`config.mk`:
```
export PLATFORM = sky130hd
export DESIGN_NAME = vga_scan_timing
export DESIGN_NICKNAME = d
export VERILOG_FILES = /design/src/rtl/vga_scan_timing.sv
export SDC_FILE = /design/constraint.sdc
export NUM_CORES = 1
export LEC_CHECK = 0
export CORE_AREA = 3 3 114 61
export CTS_CLUSTER_SIZE = 14
export DETAILED_ROUTE_END_ITERATION = 8
export DIE_AREA = 0 0 117 64
export HOLD_SLACK_MARGIN = 0.08
export PLACE_DENSITY = 0.7
export SYNTH_ARGS = -nofsm -noshare
export SYNTH_HDL_FRONTEND = slang
export SYNTH_SLANG_ARGS = --single-unit
export TNS_END_PERCENT = 1
```
`constraint.sdc`:
```
create_clock -name clk -period 5.7 [get_ports clk]
set_clock_uncertainty 0.1 [all_clocks]
set_input_delay 1.425 -clock clk [delete_from_list [all_inputs] [get_ports clk]]
set_output_delay 1.425 -clock clk [all_outputs]
set_load 0.1 [all_outputs]
```
`src/rtl/vga_scan_timing.sv`:
```
// vga_scan_timing: raster timing generator (pixel strobe, scan counters, syncs, animation phase); optional SCAN_LOOKAHEAD_EN delays video_on/hsync/vsync one pixel behind row/col
module vga_scan_timing #(
  parameter int H_ACTIVE    = 640,
  parameter int H_FP        = 16,
  parameter int H_SYNC      = 96,
  parameter int H_BP        = 48,
  parameter int V_ACTIVE    = 480,
  parameter int V_FP        = 10,
  parameter int V_SYNC      = 2,
  parameter int V_BP        = 33,
  parameter int CLK_DIV     = 2,
  parameter int ANIM_FRAMES = 8,
  parameter int ANIM_PHASES = 4
) (
  input  logic       clk,
  input  logic       resetn,
  output logic       pix_en,
  output logic [9:0] col,
  output logic [8:0] row,
  output logic       video_on,
  output logic       hsync,
  output logic       vsync,
  output logic       line_tick,
  output logic       frame_tick,
  output logic [2:0] anim_phase
);
  localparam int H_TOTAL = H_ACTIVE + H_FP + H_SYNC + H_BP;
  localparam int V_TOTAL = V_ACTIVE + V_FP + V_SYNC + V_BP;
  localparam logic [9:0] H_LAST = 10'(H_TOTAL - 1);
  localparam logic [9:0] V_LAST = 10'(V_TOTAL - 1);
  localparam logic [9:0] H_ACT = 10'(H_ACTIVE);
  localparam logic [9:0] V_ACT = 10'(V_ACTIVE);
  localparam logic [9:0] HS_BEG = 10'(H_ACTIVE + H_FP);
  localparam logic [9:0] HS_END = 10'(H_ACTIVE + H_FP + H_SYNC);
  localparam logic [9:0] VS_BEG = 10'(V_ACTIVE + V_FP);
  localparam logic [9:0] VS_END = 10'(V_ACTIVE + V_FP + V_SYNC);
  localparam int DW = $clog2(CLK_DIV);
  localparam logic [DW-1:0] DIV_LAST = DW'(CLK_DIV - 1);
  localparam int FW = $clog2(ANIM_FRAMES + 1);
  localparam logic [FW-1:0] FRM_LAST = FW'(ANIM_FRAMES - 1);
  localparam logic [2:0] PH_LAST = 3'(ANIM_PHASES - 1);

  logic [DW-1:0] r_div;
  logic          r_pix_en;
  logic [9:0]    r_h;
  logic [9:0]    r_v;
  logic [FW-1:0] r_frm;
  logic [2:0]    r_phase;
  logic [9:0]    r_col;
  logic [8:0]    r_row;
  logic          r_video_on;
  logic          r_hsync;
  logic          r_vsync;
  logic          r_line_tick;
  logic          r_frame_tick;
`ifdef SCAN_LOOKAHEAD_EN
  logic          r_von_d;
  logic          r_hs_d;
  logic          r_vs_d;
`endif
  logic          w_h_wrap;
  logic          w_v_wrap;
  logic          w_frm_wrap;
  logic          w_von;
  logic          w_hs;
  logic          w_vs;

  assign w_h_wrap   = r_pix_en && (r_h == H_LAST);
  assign w_v_wrap   = w_h_wrap && (r_v == V_LAST);
  assign w_frm_wrap = w_v_wrap && (r_frm == FRM_LAST);
  assign w_von      = (r_h < H_ACT) && (r_v < V_ACT);
  assign w_hs       = !((r_h >= HS_BEG) && (r_h < HS_END));
  assign w_vs       = !((r_v >= VS_BEG) && (r_v < VS_END));

  // Clock divider; pix_en is registered from the last divider count
  always_ff @(posedge clk or negedge resetn) begin
    if (!resetn) begin
      r_div    <= '0;
      r_pix_en <= 1'b0;
    end else begin
      r_div    <= (r_div == DIV_LAST) ? '0 : r_div + 1'b1;
      r_pix_en <= (r_div == DIV_LAST);
    end
  end

  // Horizontal and vertical scan counters advance once per pixel
  always_ff @(posedge clk or negedge resetn) begin
    if (!resetn) begin
      r_h <= '0;
      r_v <= '0;
    end else if (r_pix_en) begin
      r_h <= w_h_wrap ? '0 : r_h + 1'b1;
      if (w_h_wrap) r_v <= w_v_wrap ? '0 : r_v + 1'b1;
    end
  end

  // Frame counter selects the animation phase every ANIM_FRAMES frames
  always_ff @(posedge clk or negedge resetn) begin
    if (!resetn) begin
      r_frm   <= '0;
      r_phase <= '0;
    end else if (w_v_wrap) begin
      r_frm <= w_frm_wrap ? '0 : r_frm + 1'b1;
      if (w_frm_wrap) r_phase <= (r_phase == PH_LAST) ? '0 : r_phase + 1'b1;
    end
  end

  // Line/frame pulses follow the wrapping pixel strobe for one clk
  always_ff @(posedge clk or negedge resetn) begin
    if (!resetn) begin
      r_line_tick  <= 1'b0;
      r_frame_tick <= 1'b0;
    end else begin
      r_line_tick  <= w_h_wrap;
      r_frame_tick <= w_v_wrap;
    end
  end

  // Scan outputs load once per pixel from the counter state before it advances
  always_ff @(posedge clk or negedge resetn) begin
    if (!resetn) begin
      r_col      <= 10'h3FF;
      r_row      <= 9'h1FF;
      r_video_on <= 1'b0;
      r_hsync    <= 1'b1;
      r_vsync    <= 1'b1;
`ifdef SCAN_LOOKAHEAD_EN
      r_von_d    <= 1'b0;
      r_hs_d     <= 1'b1;
      r_vs_d     <= 1'b1;
`endif
    end else if (r_pix_en) begin
      r_col      <= (r_h < H_ACT) ? r_h : 10'h3FF;
      r_row      <= (r_v < V_ACT) ? r_v[8:0] : 9'h1FF;
`ifdef SCAN_LOOKAHEAD_EN
      r_von_d    <= w_von;
      r_hs_d     <= w_hs;
      r_vs_d     <= w_vs;
      r_video_on <= r_von_d;
      r_hsync    <= r_hs_d;
      r_vsync    <= r_vs_d;
`else
      r_video_on <= w_von;
      r_hsync    <= w_hs;
      r_vsync    <= w_vs;
`endif
    end
  end

  assign pix_en     = r_pix_en;
  assign col        = r_col;
  assign row        = r_row;
  assign video_on   = r_video_on;
  assign hsync      = r_hsync;
  assign vsync      = r_vsync;
  assign line_tick  = r_line_tick;
  assign frame_tick = r_frame_tick;
  assign anim_phase = r_phase;
endmodule

```
### Word level (Yosys, flattened, before mapping)

Index checks and enable logic that the tools add are counted.

* input port bits: 2
* logic and storage cells: 45
* bits in registers: 53
* output and inout bits: 28

* mux-type cells: 7
* $add $sub $neg: 5
* eq/ne operators: 4
* $lt $le $gt $ge: 6
* reduce and logical (&&, ||, !) cells: 10

Operators with widths (count)
* $mux W10: 3
* $add A10 B1 Y10 const B: 2
* $eq A10 B10 Y1 const B: 2
* $lt A10 B10 Y1 const B: 2
* $lt A10 B9 Y1 const B: 2
* $ge A10 B10 Y1 const B: 1
* $ge A10 B9 Y1 const B: 1
* $mux W9: 1
* $logic_and A1 B1 Y1: 6
* $add A4 B1 Y4 const B: 1
* $eq A4 B3 Y1 const B: 1
* $mux W4: 1
* $reduce_and A2 Y1: 2
* $add A3 B1 Y3 const B: 1
* $eq A3 B2 Y1 const B: 1
* $mux W3: 1
* $logic_not A1 Y1: 2
* $add A1 B1 Y1 const B: 1
* $mux W1: 1

### Logic depth before layout (Yosys ltp)

Gate-level depths: netlist of the first run.

* depth after elaboration: 5
* mapped depth: 8
* gate-level depth less buffers: 6

### Worst setup path after synthesis of the first run

No wires, ideal clock.

* kind: register to register
* start point: register r_pix_en, in the netlist pix_en
* end point: register r_phase[0], in the netlist anim_phase[0]
* arrival time: 2649 ps
* period minus slack after synthesis: 2874 ps
* library setup time: 126 ps
* buffers on the path: 1
* stages on the path, launching flop included: 6
* slack: 2826 ps
* required time: 5474 ps
* cells stage by stage: dfrtp_1 > nand4_4 > or4_1 > buf_2 > or4_4 > mux2_4

* longest elaborated chain between the ends: 4

RTL lines
* start: declaration: line 44 `logic r_pix_en;`
* start signal: assignment: line 82 `r_pix_en <= (r_div == DIV_LAST);`
* $logic_and A1 B1 Y1 *: line 68 `assign w_h_wrap = r_pix_en && (r_h == H_LAST);`
* $logic_and A1 B1 Y1 *: line 69 `assign w_v_wrap = w_h_wrap && (r_v == V_LAST);`
* $logic_and A1 B1 Y1: line 70 `assign w_frm_wrap = w_v_wrap && (r_frm == FRM_LAST);`
* $reduce_and A2 Y1 (no source line) *
* end signal: assignment: line 104 `if (w_frm_wrap) r_phase <= (r_phase == PH_LAST) ? '0 : r_phase + 1'b1;`
* end: declaration: line 48 `logic [2:0] r_phase;`

Mark *: on every way between the ends. The rest lies on a longest branch, timed or not.
A chain may end at the register's enable or synchronous reset.

### Worst setup path in the final report of the first run

* start point: register r_pix_en, in the netlist pix_en
* end point: output pix_en

RTL lines
* end: declaration: line 17 `output logic pix_en,`

No word-level cell between the ends.

==> results.json, run 1 <==
{
  "switchingPower_uw": 138,
  "powerDensity_mw_per_mm2": 261,
  "grt_pass1_wl_um": 8270,
  "required_ns": 4.18,
  "portBuffers": 29,
  "hold_buffers": 0,
  "yosys_warnings": 0,
  "synthCells": 210,
  "final_common_cell": "dfrtp_1",
  "place_ws_ns": 2.28,
  "pwr-share-comb_pct": 1.0,
  "status": "completed",
  "cts.sinks": 53,
  "critPathMaxStageDelay_ns": 1.21,
  "worst_pin_slew_ns": 0.987,
  "leakagePower_uw": 0.00122,
  "drt-total-wl_um": 4640,
  "nets": 247,
  "track_usage_pct": 13.9,
  "htreeDepth": 2,
  "clk_pin_slew_ns": 0.07,
  "path_max_fanout": 41,
  "cts_tree": "done",
  "p_seq_share_pct": 49.2,
  "die_h_um": 64,
  "mostFrequentLayoutCells": "dfrtp_1, clkdlybuf4s50_1, nor2_1",
  "final-max-slew-violation-count": 0,
  "pin_count": 30,
  "via_per_inst": 5.20,
  "total_power_uw": 766,
  "ant_nets": 0,
  "syn_area_per_cell_um2": 11.5,
  "finalCritPeriodShare_pct": 65.2,
  "rsz0062_at_grt": "no",
  "async_reset_ff_share_pct": 100,
  "drc": 0,
  "hp-class": "reg -> reg",
  "areaGrowthSynthToFinish_pct": 22.1,
  "gp_congestion": 0.791,
  "fin_tns_setup_ns": 0,
  "fmax_mhz": 269,
  "cap_violations": 0,
  "clk_latency_ns": 0.29,
  "vdd_drop_max_mv": 0.112,
  "rows": 20,
  "initialDrtViolationCount": 88,
  "post-route-min-period_ns": 3.71,
  "synth_edf_count": 0,
  "finalSetupViolCount": 0,
  "yosysUniqueCellTypes": 41,
  "cts-resized-gates": 0,
  "ys_ff_latch": 53,
  "finish.utilization_pct": 48.9,
  "dr.pass1.iters": 4,
  "grt_start_max_net_pins": 54,
  "dieArea_mm2": 0.00749,
  "root_buffer": "clkbuf_16",
  "grt_antenna_before_repair": 0,
  "syn_area_mm2": 0.00241,
  "dp_hpwl_um": 3100,
  "postCtsSetupBuffers": 0,
  "hold_slack_ns": 0.278,
  "slowest_stage": "clkdlybuf4s50_1",
  "crit_type": "reg -> out",
  "fin_ws_ns": 1.99,
  "start_util_pct": 40.1,
  "gr-total-overflow": 0,
  "synth_seq_area_share_pct": 56.2,
  "num_vias": 1642,
  "relSlewSlack_pct": 34.0,
  "netSwitchingFraction_pct": 18.0,
  "drive_gt1_share_pct": 19.2,
  "hold_viol": 0,
  "syn_nets": 219,
  "insertedDiodeCount": 0,
  "critPathLaunchType": "flip-flop",
  "clock_path_buffers": 2,
  "wl_per_cell_um": 14.7,
  "numCtsBuffers": 5,
  "path_cells": "buf_4 > clkdlybuf4s50_1",
  "core_area_mm2": 0.00601,
  "fillers": 559,
  "intPower_uw": 628,
  "synth_flop_cell": "dfrtp_1",
  "critPathCaptureType": "primary output",
  "p_clk_share_pct": 49.8,
  "grt_pass1_vias": 1765,
  "dieWidth_um": 117,
  "cp_data_arrival_time_ns": 2.19
}
-- power groups by stage --
| stage | Clock, uW | Combinational [uW] | Sequential, uW |
|---|---|---|---|
| floorplan | 0 | 0.000392 | 383 |
| global placement | 0 | 7.91 | 383 |
| detailed placement | 0 | 8.25 | 383 |
| CTS | 388 | 8.27 | 377 |
| global route | 404 | 9.26 | 376 |
| finish | 382 | 7.63 | 377 |
-- critical path: cells and delay by family (launching register included) --
kind / cells / cell delay (ns)
buffers and inverters: 2 / 1.57
DFF: 1 / 0.32
-- registers in the layout, summed over array words and instances, names as in the netlist --
signal      flops
anim_phase      3
col            10
frame_tick      1
hsync           1
line_tick       1
pix_en          1
r_div           1
r_frm           4
r_h            10
r_v            10
row             9
video_on        1
vsync           1
-- layout make-up --
class / count / area [um^2] / area share, %
clock buffer: 5 / 125 / 4.26
inverter: 11 / 42.5 / 1.45
multi-input combinational: 136 / 956 / 32.5
sequential: 53 / 1350 / 46.0
clock inverter: 3 / 65.1 / 2.21
timing repair buffer: 31 / 300 / 10.2
tap: 77 / 96.3 / 3.28
-- metal layers --
metal  GRT usage, %  share of wire, %  vias to the layer above
li1               -                 -                      796
met1           16.8                45                      820
met2           24.4                51                       19
met3           3.31               2.9                        7
met4           4.72               1.1                        0
met5              0                 0                        -
-- final timing paths --
path	startpoint	endpoint	slack, ns	cells past startpoint
max in group asynchronous	resetn	r_v[7]	3.92	2
min	r_div	pix_en	0.28	0
max	pix_en	pix_en	1.99	2
min in group asynchronous	resetn	r_h[2]	1.14	2
max reg2reg	r_h[0]	anim_phase[0]	2.96	5
min reg2reg	r_div	pix_en	0.28	0
-- synthesized netlist by cell type (all sizes together) (3+ instances only) --
| cell type | n | share of area, % |
|---|---|---|
| o22a | 12 | 4.4 |
| inv | 10 | 1.6 |
| buf | 3 | 1.1 |
| nand3 | 10 | 2.1 |
| nor2 | 26 | 4.2 |
| clkbuf | 7 | 1.1 |
| a21oi | 10 | 2.1 |
| nand4 | 7 | 3.1 |
| dfstp | 21 | 23 |
| and3 | 5 | 1.3 |
| nand2 | 8 | 1.2 |
| xnor2 | 13 | 4.7 |
| nor3 | 4 | 0.83 |
| o21ai | 6 | 1.2 |
| dfrtp | 32 | 33 |
| nor4 | 5 | 1.3 |
| ha | 7 | 3.6 |
| mux2 | 6 | 3.1 |
-- cell families (layout without fill, tap and decap cells) --
kind of cell               after synthesis  in the layout  synth area share [%]
DFF                                     53             53                  56.2
buffers and inverters                   21             50                  4.06
and+or+nand+nor                         73             73                  17.7
muxes                                    6              6                  3.12
adders and majority gates                7              7                  3.64
xor gates and xnor gates                15             15                  5.46
AOI/OAI and AO/OA                       35             35                  9.83
-- stage by stage --
step / area (um^2) / instances
final: 2940 / 316
after CTS: 2940 / 316
after floorplan: 2410 / 210
after detailed placement: 2750 / 308
after global placement: 2750 / 308
after global routing: 2940 / 316
Note: power is estimated with default switching activity, not from simulation.
==> inputs of run 2 (changes only) <==
==> constraint.sdc (replaced) <==
create_clock -name clk -period 3.47 [get_ports clk]
set_clock_uncertainty 0.1 [all_clocks]
set_input_delay 0.8675 -clock clk [delete_from_list [all_inputs] [get_ports clk]]
set_output_delay 0.8675 -clock clk [all_outputs]
set_load 0.1 [all_outputs]
==> run 2 against run 1 <==
Against the previous run:
- sequential share of layout area rose by 1.4 points
- cell count rose by 0.32%
- worst setup slack got worse by 1.2 ns
- via count rose by 1.5%
- clock power rose by 43%
- core utilization fell by 1.5 points
- die area did not move
- wire length fell by 1.3%
- sequential cell count did not move
- register-to-register slack got worse by 2.2 ns
- clock-buffer cell count rose by 1
- power rose by 54%
==> results.json, run 2 (synthesized netlist as in run 1, its figures left out) <==
{
  "pin_count": 30,
  "insertedDiodeCount": 0,
  "critPathLaunchType": "flip-flop",
  "critPathMaxStageDelay_ns": 0.67,
  "die_h_um": 64,
  "slowest_stage": "or4_1",
  "finish.utilization_pct": 47.4,
  "finalSetupViolCount": 0,
  "status": "completed",
  "postCtsSetupBuffers": 0,
  "dr.pass1.iters": 4,
  "drive_gt1_share_pct": 30.8,
  "dieWidth_um": 117,
  "relSlewSlack_pct": 36.0,
  "critPathCaptureType": "flip-flop",
  "min_delay_path_depth": 0,
  "track_usage_pct": 13.7,
  "hold_buffers": 0,
  "postLayoutCellArea_mm2": 0.00285,
  "fin_tns_setup_ns": 0,
  "via_per_inst": 5.26,
  "grt_start_max_net_pins": 46,
  "portBuffers": 29,
  "cts-resized-gates": 0,
  "hold_viol": 0,
  "vdd_drop_max_mv": 0.190,
  "rsz0062_at_grt": "no",
  "cts.sinks": 53,
  "areaGrowthSynthToFinish_pct": 18.4,
  "path_cells": "ha_1 > clkinvlp_2 > or4_1 > or4_4 > mux2_4",
  "mostFrequentLayoutCells": "dfrtp_1, buf_4, nor2_1",
  "placedInstanceArea_mm2": 0.00269,
  "crit_cells": 5,
  "grt_pass1_vias": 1671,
  "dp_hpwl_um": 3210,
  "finalCritPeriodShare_pct": 77.3,
  "powerDensity_mw_per_mm2": 414,
  "required_ns": 3.55,
  "htreeDepth": 2,
  "crit_type": "reg -> reg",
  "initialDrtViolationCount": 60,
  "critical-path-top-delay-family": "simple AND/OR/NAND/NOR gates",
  "drc": 0,
  "rows": 20,
  "dieArea_mm2": 0.00749,
  "start_util_pct": 40.1,
  "leakagePower_uw": 0.00125,
  "num_vias": 1666,
  "cts_tree": "done",
  "post-route-min-period_ns": 2.68,
  "dp.cells": 309,
  "clk_latency_ns": 0.29,
  "fmax_mhz": 373,
  "clk_pin_slew_ns": 0.06,
  "root_buffer": "clkbuf_16",
  "finalNonFillerCells": 317,
  "clock_path_buffers": 2,
  "core_area_mm2": 0.00601,
  "final_common_cell": "dfrtp_1",
  "hp-class": "reg -> reg",
  "grt_pass1_wl_um": 8070,
  "final-max-slew-violation-count": 0,
  "reg2reg_depth": 5,
  "hold_slack_ns": 0.289,
  "grt_antenna_before_repair": 0,
  "cp_data_arrival_time_ns": 2.76,
  "crit_buf_inv": 1,
  "drt-total-wl_um": 4580,
  "ant_nets": 0,
  "worst_pin_slew_ns": 0.959,
  "path_max_fanout": 7,
  "nets": 248,
  "wl_per_cell_um": 14.4,
  "cap_violations": 0,
  "numCtsBuffers": 5,
  "gp_congestion": 0.828,
  "gr-total-overflow": 0
}
==> run 2: cell count changes in the layout (fill, tap and decap cells not counted), sizes merged <==
cell           delta
bufinv            -1
clkbuf            +1
clkdlybuf4s50    -28
buf              +29
==> run 2: where the power goes <==
| group | total, uW | internal, uW | switching (uW) |
|---|---|---|---|
| Combinational | 13.3 | 1.86 | 11.4 |
| Sequential | 619 | 619 | 0 |
| Clock | 548 | 339 | 209 |
| Total | 1180 | 960 | 220 |
==> run 2: metrics by stage <==
| stage | setup slack, ns | power (uW) |
|---|---|---|
| 5_1_grt | 0.657 | 1230 |
| 3_5_place_dp | 0.802 | 644 |
| 2_1_floorplan | 0.596 | 630 |
| 3_3_place_gp | 0.886 | 643 |
| 4_1_cts | 0.769 | 1190 |
| 6_report | 0.789 | 1180 |
==> run 2: area by class of cell <==
| cell class | count | area (um^2) |
|---|---|---|
| fillers | 545 | 3160 |
| clock buffers | 6 | 129 |
| repair buffers | 32 | 238 |
| inverters | 11 | 42.5 |
| multi-input cells | 136 | 956 |
| well taps | 77 | 96.3 |
| clock inverters | 2 | 35.0 |
| flip-flops and latches | 53 | 1350 |
==> run 2: worst reg2reg max path, delay by kind of cell (launching register included) <==
| kind | cells | cell delay (ns) |
|---|---|---|
| adder cells (fa/ha/maj) | 1 | 0.32 |
| multiplexers | 1 | 0.31 |
| AND/OR/NAND/NOR | 2 | 1.26 |
| buffers and inverters | 1 | 0.17 |
| flip-flops | 1 | 0.42 |
==> run 2: path summary, 6_finish.rpt <==
kind,from,to,slack (ns)
setup / recovery,r_h[1],anim_phase[0],0.79
hold / removal,r_div,pix_en,0.29
setup reg to reg,r_h[1],anim_phase[0],0.79
hold reg to reg,r_div,pix_en,0.29
max in group asynchronous,resetn,row[2],1.91
min in group asynchronous,resetn,r_h[4],0.64
==> run 2: metal layers <==
metal | vias to the layer above | part of all wire, % | track usage [%]
met4 | 0 | 1.4 | 5.44
li1 | 796 | - | -
met2 | 30 | 47 | 21.5
met1 | 834 | 46 | 18.1
met5 | - | 0 | 0
met3 | 6 | 5.0 | 3.60
==> inputs of run 3 (changes only) <==
--- a/config.mk
+++ b/config.mk
@@ -10,7 +10,7 @@
 export DETAILED_ROUTE_END_ITERATION = 8
 export DIE_AREA = 0 0 117 64
 export HOLD_SLACK_MARGIN = 0.08
-export PLACE_DENSITY = 0.7
+export PLACE_DENSITY = 0.72
 export SYNTH_ARGS = -nofsm -noshare
 export SYNTH_HDL_FRONTEND = slang
 export SYNTH_SLANG_ARGS = --single-unit
==> constraint.sdc (replaced) <==
create_clock -name clk -period 2.35 [get_ports clk]
set_clock_uncertainty 0.1 [all_clocks]
set_input_delay 0.5875 -clock clk [delete_from_list [all_inputs] [get_ports clk]]
set_output_delay 0.5875 -clock clk [all_outputs]
set_load 0.1 [all_outputs]
==> run 3 against run 2 <==
Against the previous run:
- sequential cell count unchanged
- largest cell class unchanged
- cell area up 12%
- clock power up 28%
- critical path depth unchanged
- global-route usage up 0.44 points
- combinational power up 67%
==> results.json, run 3 (synthesized netlist as in run 1, its figures left out) <==
{
  "status": "completed",
  "finish.utilization_pct": 53.4,
  "dp_hpwl_um": 3480,
  "drc": 0,
  "clk_latency_ns": 0.29,
  "hold_viol": 0,
  "total_power_uw": 1640,
  "num_vias": 1704,
  "hp-class": "reg -> reg",
  "crit_type": "reg -> reg",
  "rows": 20,
  "clk_pin_slew_ns": 0.06,
  "drive_gt1_share_pct": 34.3,
  "numCtsBuffers": 5,
  "r2r-start": "r_h[0]",
  "placedInstanceArea_mm2": 0.00306,
  "multi_input_area_um2": 960,
  "rsz0062_at_grt": "no",
  "final-max-slew-violation-count": 0,
  "final-seq-area_mm2": 0.00136,
  "finalSetupViolCount": 0,
  "postCtsSetupBuffers": 0,
  "via_per_inst": 5.20,
  "cap_violations": 0,
  "fin_ws_ns": 0.0996,
  "pin_count": 30,
  "portBuffers": 29,
  "finalNonFillerCells": 328,
  "grt_pass1_vias": 1752,
  "gr-total-overflow": 0,
  "postLayoutCellArea_mm2": 0.00320,
  "wl_per_cell_um": 14.4,
  "drt-total-wl_um": 4710,
  "track_usage_pct": 14.2,
  "cts_tree": "done",
  "cp_data_arrival_time_ns": 2.33,
  "core_area_mm2": 0.00601,
  "finalCritPeriodShare_pct": 95.8,
  "path_max_fanout": 5,
  "start_util_pct": 40.1,
  "hold_buffers": 1,
  "leakagePower_uw": 0.00139,
  "gp_congestion": 0.811,
  "insertedDiodeCount": 0,
  "ant_nets": 0,
  "areaGrowthSynthToFinish_pct": 33.2,
  "crit_start": "r_h[0]",
  "slowest_stage": "or4_4",
  "grt_start_max_net_pins": 47,
  "vdd_drop_max_mv": 0.298,
  "final_common_cell": "dfrtp_1",
  "critPathMaxStageDelay_ns": 0.51,
  "initialDrtViolationCount": 57,
  "cpMostUsedCell": "or4_4",
  "critPathLaunchType": "flip-flop",
  "min_delay_path_depth": 0,
  "cp-endpoint": "anim_phase[0]",
  "r2r_setup_slack_ns": 0.1,
  "grt_antenna_before_repair": 0,
  "path_cells": "ha_1 > clkinvlp_2 > or4_4 > or4_4 > mux2_4",
  "required_ns": 2.43,
  "critical-path-top-delay-family": "simple AND/OR/NAND/NOR gates",
  "dr.pass1.iters": 4,
  "grt_pass1_wl_um": 8410,
  "critPathCaptureType": "flip-flop",
  "cts.sinks": 53,
  "crit_cells": 5,
  "mostFrequentLayoutCells": "dfrtp_1, nor2_1, buf_12",
  "worst_pin_slew_ns": 0.391,
  "clock_path_buffers": 2,
  "root_buffer": "clkbuf_16",
  "fillers": 499,
  "cts-resized-gates": 0,
  "fmax_mhz": 444,
  "die_h_um": 64,
  "r2r_end": "anim_phase[0]",
  "htreeDepth": 2,
  "powerDensity_mw_per_mm2": 510,
  "crit_buf_inv": 1,
  "dp.cells": 319,
  "post-route-min-period_ns": 2.25,
  "dieWidth_um": 117,
  "place_ws_ns": 0.133,
  "reg2reg_depth": 5,
  "dieArea_mm2": 0.00749,
  "nets": 259,
  "relSlewSlack_pct": 73.9
}
run 3: cell count changes in the layout (fill, tap and decap cells not counted), sizes merged:
cell         before  now
buf              32   42
clkinv            1    2
dlygate4sd3       0    1
bufinv            1    0
run 3: worst register-to-register path: stages, from the launching register on:
cell	delay [ns]
dfrtp_1	0.43
ha_1	0.21
clkinvlp_2	0.12
or4_4	0.51
or4_4	0.45
mux2_4	0.31
run 3: cell type report:
type                            instances  area share (%)
Sequential cell                        53            42.3
Multi-Input combinational cell        136            29.9
Timing Repair Buffer                   43            19.1
Clock buffer                            6            4.02
Tap cell                               77            3.01
Inverter                               11            1.33
Clock inverter                          2           0.312
run 3: worst min-delay path by stage:
stage                       from       endpoint  slack (ns)
final                      r_div         pix_en        0.28
after global routing       r_div         pix_en        0.30
after detailed placement   r_div         pix_en        0.27
after CTS                  r_div         pix_en        0.29
after floorplan           resetn  anim_phase[0]        0.19
after global placement     r_div         pix_en        0.26
run 3: metal layers:
layer | part of all wire, % | GRT usage (%)
met3 | 2.8 | 3.97
met1 | 46 | 18.7
met4 | 1.5 | 4.01
met2 | 49 | 22.8
met5 | 0 | 0
run 3: power breakdown:
group	leakage, uW	switching [uW]	internal [uW]
Sequential	0.000643	0	914
Combinational	0.000673	17.1	5.12
Clock	0.0000706	308	391
run 3: through the flow:
step                hold WS, ns  TNS, ns
floorplan                 0.192   -0.121
global placement          0.263        0
detailed placement        0.273        0
CTS                       0.287        0
global route              0.295        0
finish                    0.280        0
